### src/rtl/tdm_demux.sv
// TDM receive demultiplexer: locks onto the slot-0 frame sync and steers each
// sample into its per-channel output register, flagging sync errors.
module tdm_demux_ch #(
    parameter int W = 8
) (
    input  logic         clk_i,
    input  logic         rst_i,
    input  logic         we_i,
    input  logic [W-1:0] d_i,
    output logic [W-1:0] q_o
);
    logic [W-1:0] q_q;

    always_ff @(posedge clk_i) begin
        if (rst_i)     q_q <= '0;
        else if (we_i) q_q <= d_i;
    end

    assign q_o = q_q;
endmodule

module tdm_demux #(
    parameter int W  = 8,
    parameter int N  = 4,
    parameter int SB = 2
) (
    input  logic           clk_i,
    input  logic           rst_i,
    input  logic [W-1:0]   d_i,
    input  logic           dv_i,
    input  logic           fs_i,
    input  logic           eclr_i,
    output logic [N*W-1:0] y_o,
    output logic [N-1:0]   yv_o,
    output logic           fdone_o,
    output logic           lock_o,
    output logic           err_o
);
    localparam logic [0:0] HUNT   = 1'b0;
    localparam logic [0:0] LOCKED = 1'b1;

    logic [0:0]    state_q, state_d;
    logic [SB-1:0] slot_q, slot_d;
    logic [N-1:0]  yv_q, yv_d;
    logic          fdone_q, fdone_d;
    logic          err_q, err_d;
    logic          wr;
    logic [SB-1:0] wsel;
    logic          err_set;
    logic          last;

    assign last = (slot_q == SB'(N - 1));

    always_comb begin
        state_d = state_q;
        slot_d  = slot_q;
        fdone_d = 1'b0;
        wr      = 1'b0;
        wsel    = '0;
        err_set = 1'b0;
        if (dv_i) begin
            if (state_q == HUNT) begin
                if (fs_i) begin
                    wr      = 1'b1;
                    slot_d  = SB'(1);
                    state_d = LOCKED;
                end
            end else if (fs_i && slot_q != '0) begin
                // Early sync: abort the frame and restart it at this sample.
                err_set = 1'b1;
                wr      = 1'b1;
                slot_d  = SB'(1);
            end else if (!fs_i && slot_q == '0) begin
                err_set = 1'b1;
                slot_d  = '0;
                state_d = HUNT;
            end else begin
                wr      = 1'b1;
                wsel    = slot_q;
                fdone_d = last;
                slot_d  = last ? '0 : slot_q + SB'(1);
            end
        end
        yv_d = '0;
        if (wr) yv_d[wsel] = 1'b1;
        // A new error in the same cycle as eclr wins.
        err_d = err_set ? 1'b1 : (eclr_i ? 1'b0 : err_q);
    end

    always_ff @(posedge clk_i) begin
        if (rst_i) begin
            state_q <= HUNT;
            slot_q  <= '0;
            yv_q    <= '0;
            fdone_q <= 1'b0;
            err_q   <= 1'b0;
        end else begin
            state_q <= state_d;
            slot_q  <= slot_d;
            yv_q    <= yv_d;
            fdone_q <= fdone_d;
            err_q   <= err_d;
        end
    end

    for (genvar k = 0; k < N; k++) begin : g_ch
        tdm_demux_ch #(.W(W)) u_ch (
            .clk_i (clk_i),
            .rst_i (rst_i),
            .we_i  (wr && wsel == SB'(k)),
            .d_i   (d_i),
            .q_o   (y_o[k*W +: W])
        );
    end

    assign yv_o    = yv_q;
    assign fdone_o = fdone_q;
    assign lock_o  = (state_q == LOCKED);
    assign err_o   = err_q;
endmodule

### config.mk
export PLATFORM = sky130hd
export DESIGN_NAME = tdm_demux
export DESIGN_NICKNAME = d
export VERILOG_FILES = /design/src/rtl/tdm_demux.sv
export SDC_FILE = /design/constraint.sdc
export NUM_CORES = 1
export LEC_CHECK = 0
export CAP_MARGIN = 20
export CORE_UTILIZATION = 46
export CTS_CLUSTER_SIZE = 8
export DETAILED_ROUTE_END_ITERATION = 8
export HOLD_SLACK_MARGIN = 0.15
export PLACE_DENSITY = 0.88
export SYNTH_ARGS = -nofsm -noshare
export SYNTH_HDL_FRONTEND = slang
export SYNTH_SLANG_ARGS = --single-unit
### constraint.sdc
create_clock -name clk_i -period 2.4 [get_ports clk_i]
set_input_delay 0.36 -clock clk_i [delete_from_list [all_inputs] [get_ports clk_i]]
set_output_delay 0.36 -clock clk_i [all_outputs]
set_load 0.05 [all_outputs]
# After elaboration in Yosys (flattened, before gate mapping)
# Index checks and enable logic that the tools add are counted.
[totals] input_bits=13 regBits=41 out_inout_bits=39 wordCells=57
[op_classes] add_sub_neg=1 n_eq_ne=4 bitwise_logic=3 n_mux=22 order_cmp=2 reduce_logical=16
[op_table] operator="two-way mux 2 bit" count=9
[op_table] operator="two-way mux 1 bit" count=12
[op_table] operator="logical AND 1 bit" count=7
[op_table] operator="equality test 2 bit, second input constant" count=3
[op_table] operator="nonzero test 2 bit" count=3
[op_table] operator="OR reduction 5 bit" count=1
[op_table] operator="logical NOT 2 bit" count=2
[op_table] operator="less-than comparator 2 x 3 -> 1 bit, second input constant" count=1
[op_table] operator="NOT 1 bit" count=3
[op_table] operator="adder 2 x 1 -> 2 bit, second input constant" count=1
[op_table] operator="demux 1 bit (select 2 bit)" count=1
[op_table] operator="equality test 2 x 1 -> 1 bit, second input constant" count=1
[op_table] operator="greater-or-equal comparator 2 x 1 -> 1 bit, second input constant" count=1
[op_table] operator="AND reduction 2 bit" count=1
[op_table] operator="OR reduction 2 bit" count=1
[op_table] operator="logical NOT 1 bit" count=1

# Depth between registers and ports, before layout
# Gate-level depths: netlist of the first run.
[depth] depth_word=10 mapped_depth=8 ltp_nobuf=7

# Cells and area by module
# Synthesis of the first run repeated with hierarchy kept, for this count alone.
[hier_totals] cells_unflattened=151 hier_area_um2=1586.5
[modules_own_cells] mod="tdm_demux_ch" area_each_um2=285.3 n_inst=4 cells_per_inst=26 seq_area_each_um2=160.2
[modules_own_cells] mod="tdm_demux" area_each_um2=445.4 n_inst=1 cells_per_inst=47 seq_area_each_um2=180.2

# Worst setup path before layout of the first run
# OpenSTA, ideal clock, no wires.
[synth_timing] path_kind="register -> register" startpoint="register slot_q[0]" endpoint="register g_ch[3].u_ch.q_q[0]" synth_period_minus_slack_ns=2.033 arrival_ns=1.912 n_path_buf=1 path_stages_with_launch=8 t_required_ns=2.279 slack_ns=0.367 cell_sequence="dfxtp_1 -> inv_1 -> ha_1 -> ha_1 -> or3b_4 -> or3_1 -> buf_2 -> mux2i_1"
[synth_via] elab_chain_len=8 word_cells_on_any_way=14 classes_between="1 x eq/ne; 8 x mux; 5 x reduce/logical"
[synth_lines] element="from (decl)" line_no="43" text="logic [SB-1:0] slot_q, slot_d;"
[synth_lines] element="from (signal assigned)" line_no="99" text="slot_q <= slot_d;"
[synth_lines] element="logical NOT 2 bit" line_no="73" text="end else if (!fs_i && slot_q == '0) begin"
[synth_lines] element="logical AND 1 bit" line_no="73"
[synth_lines] element="two-way mux 2 bit" line_no="73"
[synth_lines] element="two-way mux 2 bit" line_no="68" text="end else if (fs_i && slot_q != '0) begin"
[synth_lines] element="two-way mux 2 bit" line_no="62" text="if (state_q == HUNT) begin"
[synth_lines] element="two-way mux 2 bit" line_no="61" text="if (dv_i) begin"
[synth_lines] element="equality test 2 bit" line_no="110" text=".we_i (wr && wsel == SB'(k)),"
[synth_lines] element="logical AND 1 bit *" line_no="110"
[synth_lines] element="to (signal assigned)" line_no="16" text="else if (we_i) q_q <= d_i;"
[synth_lines] element="to (decl)" line_no="12" text="logic [W-1:0] q_q;"
# Every way passes the cells marked *; elsewhere a longest branch is shown, timed or not.
# A chain may end at the register's enable or synchronous reset.

# Final worst setup path of the first run
[layout_timing] startpoint="register slot_q[0]" endpoint="register g_ch[3].u_ch.q_q[7]"
# The elaborated chain is that of the path after synthesis.

==> flow_summary_export.csv, run 1 <==
group,metric,value,unit
logic_synthesis,synth_area,1743,um^2
die,chipWidth,63.56,um
die,rows,21,
clock_tree,cts.sinks,41,
logic_synthesis,syn_avg_cell_area,10.63,um^2
logic_synthesis,syn_nets,182,
placement,placed_area,2315,um^2
power_and_ir_drop,p_int,0.0009661,W
drt,ant_nets,0,
power_and_ir_drop,pwr-share-seq,54.4,%
drt,route.detailed.drc,0,
logic_synthesis,netlist_instances,164,
power_and_ir_drop,p_comb_share,12.7,%
drt,firstDrtPassIters,4,
sta,finClkSkew,0.005925,ns
sta,setup_ws,0.2454,ns
worst_setup_path,critPathKind,"register to register",
run,maxCapViolCount,0,
placement,io_buffers,51,
clock_tree,tritoncts,"built",
power_and_ir_drop,p_switching,0.0003288,W
placement,place_congestion,0.8417,
global_routing,grt_pass1_wl,6099,um
final_layout,drive_above_1_share,8.182,%
placement,dp_hpwl,2582,um
logic_synthesis,ys_ff_latch,41,
final_layout,diodes,0,
worst_setup_path,cp.required,2.58,ns
clock_tree,cts_made_buffers,5,
worst_setup_path,critPathLaunchType,"register",
power_and_ir_drop,p_sw_share,25.39,%
die,dieArea,4039,um^2
global_routing,grt_max_degree,50,
power_and_ir_drop,p_leak,0.9958,nW
die,start_util,50.25,%
sta,setup_tns,0,ns
worst_setup_path,cp-end-kind,"register",
final_layout,area_delta_synth_final,37.62,%
clock_tree,cts_root_buf,"clkbuf_8",
final_layout,layout.nets,237,
logic_synthesis,ys_seq_area_share,47.09,%
final_layout,mostFrequentLayoutCells,"clkdlybuf4s50_1 (51), nand2b_1 (42), dfxtp_1 (40), mux2i_1 (32)",
global_routing,grt_pass1_vias,1336,
worst_setup_path,path_cells,"inv_1, ha_1, ha_1, or3b_4, or3_1, mux2i_1",
clock_tree,cts_hold_buf,0,
final_layout,multiInputGateArea,873.3,um^2
final_layout,layout_commonest_cell,"clkdlybuf4s50_1",
sta,slew_headroom,64.11,%
sta,final-max-slew-violation-count,0,
logic_synthesis,ys_top_cells_by_area,"dfxtp_1 (47%), mux2i_1 (18%), nand2b_1 (15%), ha_1 (3.6%), clkbuf_1 (1.1%)",
sta,min_period,2.155,ns
die,fp.dieH,63.56,um
worst_setup_path,timing.critical_path.buf_inv,1,
worst_setup_path,cp_slowest_stage_delay,0.47,ns
power_and_ir_drop,clock_power_share,32.9,%
drt,drt-initial-drc-count,48,
run_status,status,"completed",
clock_tree,htreeDepth,2,
worst_setup_path,cp_common_cell,"ha_1",
global_routing,antenna_found_initial,0,
worst_setup_path,arrival,2.33,ns
clock_tree,clk-insertion-delay-late,0.30,ns
final_layout,final_cell_area,2399,um^2
logic_synthesis,synth_largest_area_cell,"dfxtp_1",
power_and_ir_drop,pwr_density_cell,539.9,nW/um^2
logic_synthesis,synth_warnings,0,
drt,wl_per_cell,13.81,um
die,core-area,3468,um^2
worst_setup_path,crit_path_top_delay_cell,"or3_1",
logic_synthesis,synth_top_area_share,47.09,%
worst_setup_path,worst-path-max-fanout,8,
sta,setup_violations,0,
power_and_ir_drop,ir_drop,302.3,uV
drt,totalWireLength,3674,um
final_layout,fillCellCount,283,
die,io_pins,52,
sta,post-route-period-util,89.77,%
clock_tree,clockBufferDepth,2,
sta,max_freq,464.1,MHz
clock_tree,clk_pin_slew,0.07,ns
placement,pre_cts_ws,0.006756,ns
min_path,hold_path.class,"register to register",
sta,finalHoldViolCount,0,
final_layout,seq_area,822.0,um^2
sta,tightest_slew,0.5327,ns
worst_setup_path,path_delay_family,"simple AND/OR/NAND/NOR gates",
global_routing,grt_overflow,0,
drt,dr_total_vias,1313,
drt,drt-vias-per-instance,4.936,
logic_synthesis,synth_cell_type_count,27,
global_routing,grt_usage,20.09,%
sta,rsz0062_at_grt,"no",
[flip-flops by register name, summed over array words and instances (netlist names)]
register       flops
g_ch.u_ch.q_o     32
slot_q             2
yv_o               4
err_o              1
lock_o             1
fdone_o            1
[worst reg2reg max path, cell delays in order (launching register included)]
cell,delay [ns]
dfxtp_2,0.40
inv_1,0.12
ha_1,0.26
ha_1,0.23
or3b_4,0.40
or3_1,0.47
mux2i_1,0.16
[Yosys cell counts]
cell       count
ha_1           5
nor3_1         3
dfxtp_1       41
nand2b_1      42
and2b_1        1
o21ai_0        2
nand3b_1       2
mux2i_1       32
o2111ai_2      1
o221ai_2       1
nor2b_1        2
nand4bb_1      1
and3b_1        1
nand2_1        2
nor2_1         3
inv_1          4
or3_1          3
nor3_2         1
and4bb_2       1
buf_2          3
nor4_1         2
clkbuf_1       5
a221oi_1       1
a21oi_1        2
or3b_4         1
nor3b_1        1
a22oi_1        1
[per-layer routing]
metal,track usage (%),wire length (um)
met1,21.22,1605
met4,9.375,51
met3,7.065,177
met5,0,0
met2,35.24,1839
[path summary, 6_finish.rpt]
kind	cells after the start	start	endpoint	slack [ns]
setup / recovery	6	slot_q[0]$_SDFFE_PP0P_	g_ch[3].u_ch.q_o[7]$_SDFFE_PP0P_	0.25
hold / removal	2	g_ch[2].u_ch.q_o[2]$_SDFFE_PP0P_	g_ch[2].u_ch.q_o[2]$_SDFFE_PP0P_	0.48
setup reg to reg	6	slot_q[0]$_SDFFE_PP0P_	g_ch[3].u_ch.q_o[7]$_SDFFE_PP0P_	0.25
hold reg to reg	2	g_ch[2].u_ch.q_o[2]$_SDFFE_PP0P_	g_ch[2].u_ch.q_o[2]$_SDFFE_PP0P_	0.48
[logic make-up after synthesis]
family                   synth area share, %
AO/OA/AOI/OAI                          3.805
AND/OR/NAND/NOR                        24.34
buffers and inverters                  2.799
flip-flops                             47.09
adder cells (fa/ha/maj)                3.589
multiplexers                           18.38
[timing repair]
| action | 4_1_cts | 5_1_grt |
|---|---|---|
| resized for setup | 0 | 1 |
| buffers inserted | 0 | 0 |
| setup endpoints to repair | 0 | 5 |
| endpoints found under the hold margin | 0 | 0 |
[layout make-up]
type / count / share of cell area, %
sequential: 41 / 34.27
clock inverter: 2 / 0.4173
tap: 46 / 2.400
timing repair buffer: 56 / 22.85
clock buffer: 6 / 3.026
multi-input combinational: 111 / 36.41
inverter: 4 / 0.6260
[through the flow]
step | instances | total power (W) | utilization (%) | hold WS [ns]
2_1_floorplan | 164 | 0.0008240 | - | 0.4967
3_3_place_gp | 258 | 0.0008789 | 66.74 | 0.4583
3_5_place_dp | 258 | 0.0008839 | 66.74 | 0.4606
4_1_cts | 266 | 0.001306 | 69.12 | 0.4753
5_1_grt | 266 | 0.001343 | 69.16 | 0.5003
6_report | 266 | 0.001295 | 69.16 | 0.4757
[power by group through the flow]
stage / clock (W) / sequential (W) / combinational (W)
CTS: 0.000437 / 0.000703 / 0.000166
detailed placement: 0 / 0.000719 / 0.000165
global placement: 0 / 0.000718 / 0.000161
finish: 0.000426 / 0.000704 / 0.000165
global route: 0.000461 / 0.000706 / 0.000176
floorplan: 0 / 0.000755 / 0.0000687
No activity file was read; power rests on OpenSTA's default activity.
==> inputs of run 2 (changes only) <==
--- a/config.mk
+++ b/config.mk
@@ -6,6 +6,7 @@
 export NUM_CORES = 1
 export LEC_CHECK = 0
 export CAP_MARGIN = 20
+export CORE_MARGIN = 3
 export CORE_UTILIZATION = 46
 export CTS_CLUSTER_SIZE = 8
 export DETAILED_ROUTE_END_ITERATION = 8
==> run 2 against run 1 <==
First-iteration DRC count is 2.1% higher; non-clock buffer count rose by 1; core utilization decreased by 0.41 points; maximum frequency is 4.7% lower; power fell by 0.37%; final area rose by 0.16%; largest cell class unchanged.
==> flow_summary_export.csv, run 2 (synthesis gave the netlist of run 1 again) <==
group,metric,value,unit
drt,totalWireLength,3685,um
worst_setup_path,critPathKind,"register to register",
sta,slew_headroom,63.28,%
worst_setup_path,ff2ff_path_depth,6,
clock_tree,clk-insertion-delay-late,0.29,ns
clock_tree,cts.sinks,41,
global_routing,met3_usage,8.319,%
die,dieArea,4564,um^2
worst_setup_path,arrival,2.43,ns
drt,route.detailed.drc,0,
global_routing,grt_pass1_vias,1260,
die,io_pins,52,
die,start_util,49.87,%
final_layout,mostFrequentLayoutCells,"clkdlybuf4s50_1 (51), nand2b_1 (42), dfxtp_1 (41), mux2i_1 (32), buf_4 (6)",
global_routing,grt_max_degree,50,
final_layout,layout_commonest_cell,"clkdlybuf4s50_1",
sta,max_freq,442.5,MHz
final_layout,final_core_util,68.74,%
sta,post-route-period-util,94.17,%
placement,dp_hpwl,2682,um
sta,setup_ws,0.1399,ns
placement,place_congestion,0.7687,
worst_setup_path,startpoint,"slot_q[0]$_SDFFE_PP0P_",
worst_setup_path,cp.required,2.57,ns
power_and_ir_drop,ir_drop,420.8,uV
placement,pre_cts_ws,0.07192,ns
drt,ant_nets,0,
worst_setup_path,worst-path-max-fanout,8,
sta,tightest_slew,0.5490,ns
drt,wl_per_cell,13.80,um
placement,io_buffers,51,
clock_tree,cts_made_buffers,5,
global_routing,met2_usage,25.64,%
final_layout,seq_area,820.8,um^2
clock_tree,tritoncts,"built",
global_routing,top_usage_layer,"met2",
worst_setup_path,critPathLaunchType,"register",
power_and_ir_drop,p_leak,0.9942,nW
clock_tree,clockBufferDepth,2,
worst_setup_path,cp_common_cell,"ha_1",
run_status,status,"completed",
die,rows,21,
min_path,hold_path.class,"register to register",
worst_setup_path,path_cells,"inv_1, ha_1, ha_1, or3b_4, or3_1, mux2i_1",
clock_tree,cts_root_buf,"clkbuf_8",
worst_setup_path,regToRegEndpoint,"g_ch[3].u_ch.q_o[3]$_SDFFE_PP0P_",
die,chipWidth,67.56,um
global_routing,use_met1,22.43,%
worst_setup_path,r2r-start,"slot_q[0]$_SDFFE_PP0P_",
die,fp.dieH,67.56,um
drt,drt-vias-per-instance,5.000,
drt,dr_total_vias,1335,
run,maxCapViolCount,0,
global_routing,grt_overflow,0,
final_layout,largest_register_ffs,32,
sta,finClkSkew,0.001296,ns
worst_setup_path,reg2reg_slack,0.14,ns
worst_setup_path,crit_path_top_delay_cell,"dfxtp_1",
clock_tree,cts_hold_buf,0,
sta,finalHoldViolCount,0,
drt,firstDrtPassIters,4,
worst_setup_path,cp-end-kind,"register",
sta,rsz0062_at_grt,"no",
clock_tree,cts_resized,0,
final_layout,drive_above_1_share,7.240,%
drt,drt-initial-drc-count,49,
clock_tree,htreeDepth,2,
final_layout,fillCellCount,278,
global_routing,grt_usage,17.73,%
global_routing,antenna_found_initial,0,
sta,setup_tns,0,ns
clock_tree,clk_pin_slew,0.07,ns
worst_setup_path,cp-endpoint,"g_ch[3].u_ch.q_o[3]$_SDFFE_PP0P_",
sta,min_period,2.260,ns
final_layout,area_delta_synth_final,37.83,%
final_layout,multiInputGateArea,873.3,um^2
worst_setup_path,cp_slowest_stage_delay,0.48,ns
final_layout,layout.nets,238,
global_routing,grt_pass1_wl,5906,um
sta,setup_violations,0,
power_and_ir_drop,pwr_density_cell,537.0,nW/um^2
clock_tree,postCtsSetupBuffers,0,
sta,final-max-slew-violation-count,0,
final_layout,diodes,0,
die,core-area,3495,um^2
-- run 2: cell types whose count changed in the layout (fill, tap and decap cells not counted), sizes merged --
cell and delta:
buf +1, clkbuf +2, clkinv -2
-- run 2: layer usage --
| layer | wire (um) | up-vias |
|---|---|---|
| met5 | 0 | - |
| met4 | 35 | 0 |
| met3 | 252 | 4 |
| met1 | 1667 | 621 |
| li1 | - | 671 |
| met2 | 1730 | 39 |
-- run 2: worst min path at each step --
stage / startpoint / end / slack [ns] / cells after the start
3_5_place_dp: g_ch[2].u_ch.q_o[1]$_SDFFE_PP0P_ / g_ch[2].u_ch.q_o[1]$_SDFFE_PP0P_ / 0.47 / 2
6_report: g_ch[2].u_ch.q_o[0]$_SDFFE_PP0P_ / g_ch[2].u_ch.q_o[0]$_SDFFE_PP0P_ / 0.48 / 2
3_3_place_gp: g_ch[2].u_ch.q_o[0]$_SDFFE_PP0P_ / g_ch[2].u_ch.q_o[0]$_SDFFE_PP0P_ / 0.46 / 2
2_1_floorplan: slot_q[1]$_SDFFE_PP0P_ / yv_o[2]$_SDFF_PP0_ / 0.50 / 2
5_1_grt: g_ch[2].u_ch.q_o[0]$_SDFFE_PP0P_ / g_ch[2].u_ch.q_o[0]$_SDFFE_PP0P_ / 0.48 / 2
4_1_cts: g_ch[2].u_ch.q_o[0]$_SDFFE_PP0P_ / g_ch[2].u_ch.q_o[0]$_SDFFE_PP0P_ / 0.48 / 2
-- run 2: through the flow --
stage                     cells  power (W)  cell area (um^2)  hold slack (ns)
final                       267   0.001290              2402           0.4752
after global placement      259  0.0008815              2322           0.4605
after global routing        267   0.001343              2402           0.4842
after floorplan             164  0.0008240              1743           0.4967
after detailed placement    259  0.0008835              2322           0.4665
after CTS                   267   0.001306              2402           0.4791
-- run 2: power breakdown --
group	switching, W	internal, W	total [W]
registers	0.0000108	0.000693	0.000704
logic	0.0000917	0.0000721	0.000164
clock network	0.000216	0.000206	0.000423
total	0.000319	0.000971	0.00129
-- run 2: layout make-up --
type / count / area share (%)
multi-input cells: 111 / 36.35
inverters: 4 / 0.6250
repair buffers: 57 / 23.13
well taps: 46 / 2.396
clock buffers: 8 / 3.333
flip-flops and latches: 41 / 34.17
-- run 2: critical path: cells and delay by family, from the launching register on --
kind	cells	cell delay (ns)
buffers and inverters	1	0.16
AND/OR/NAND/NOR	2	0.88
adder cells (fa/ha/maj)	2	0.47
flip-flops	1	0.48
multiplexers	1	0.16
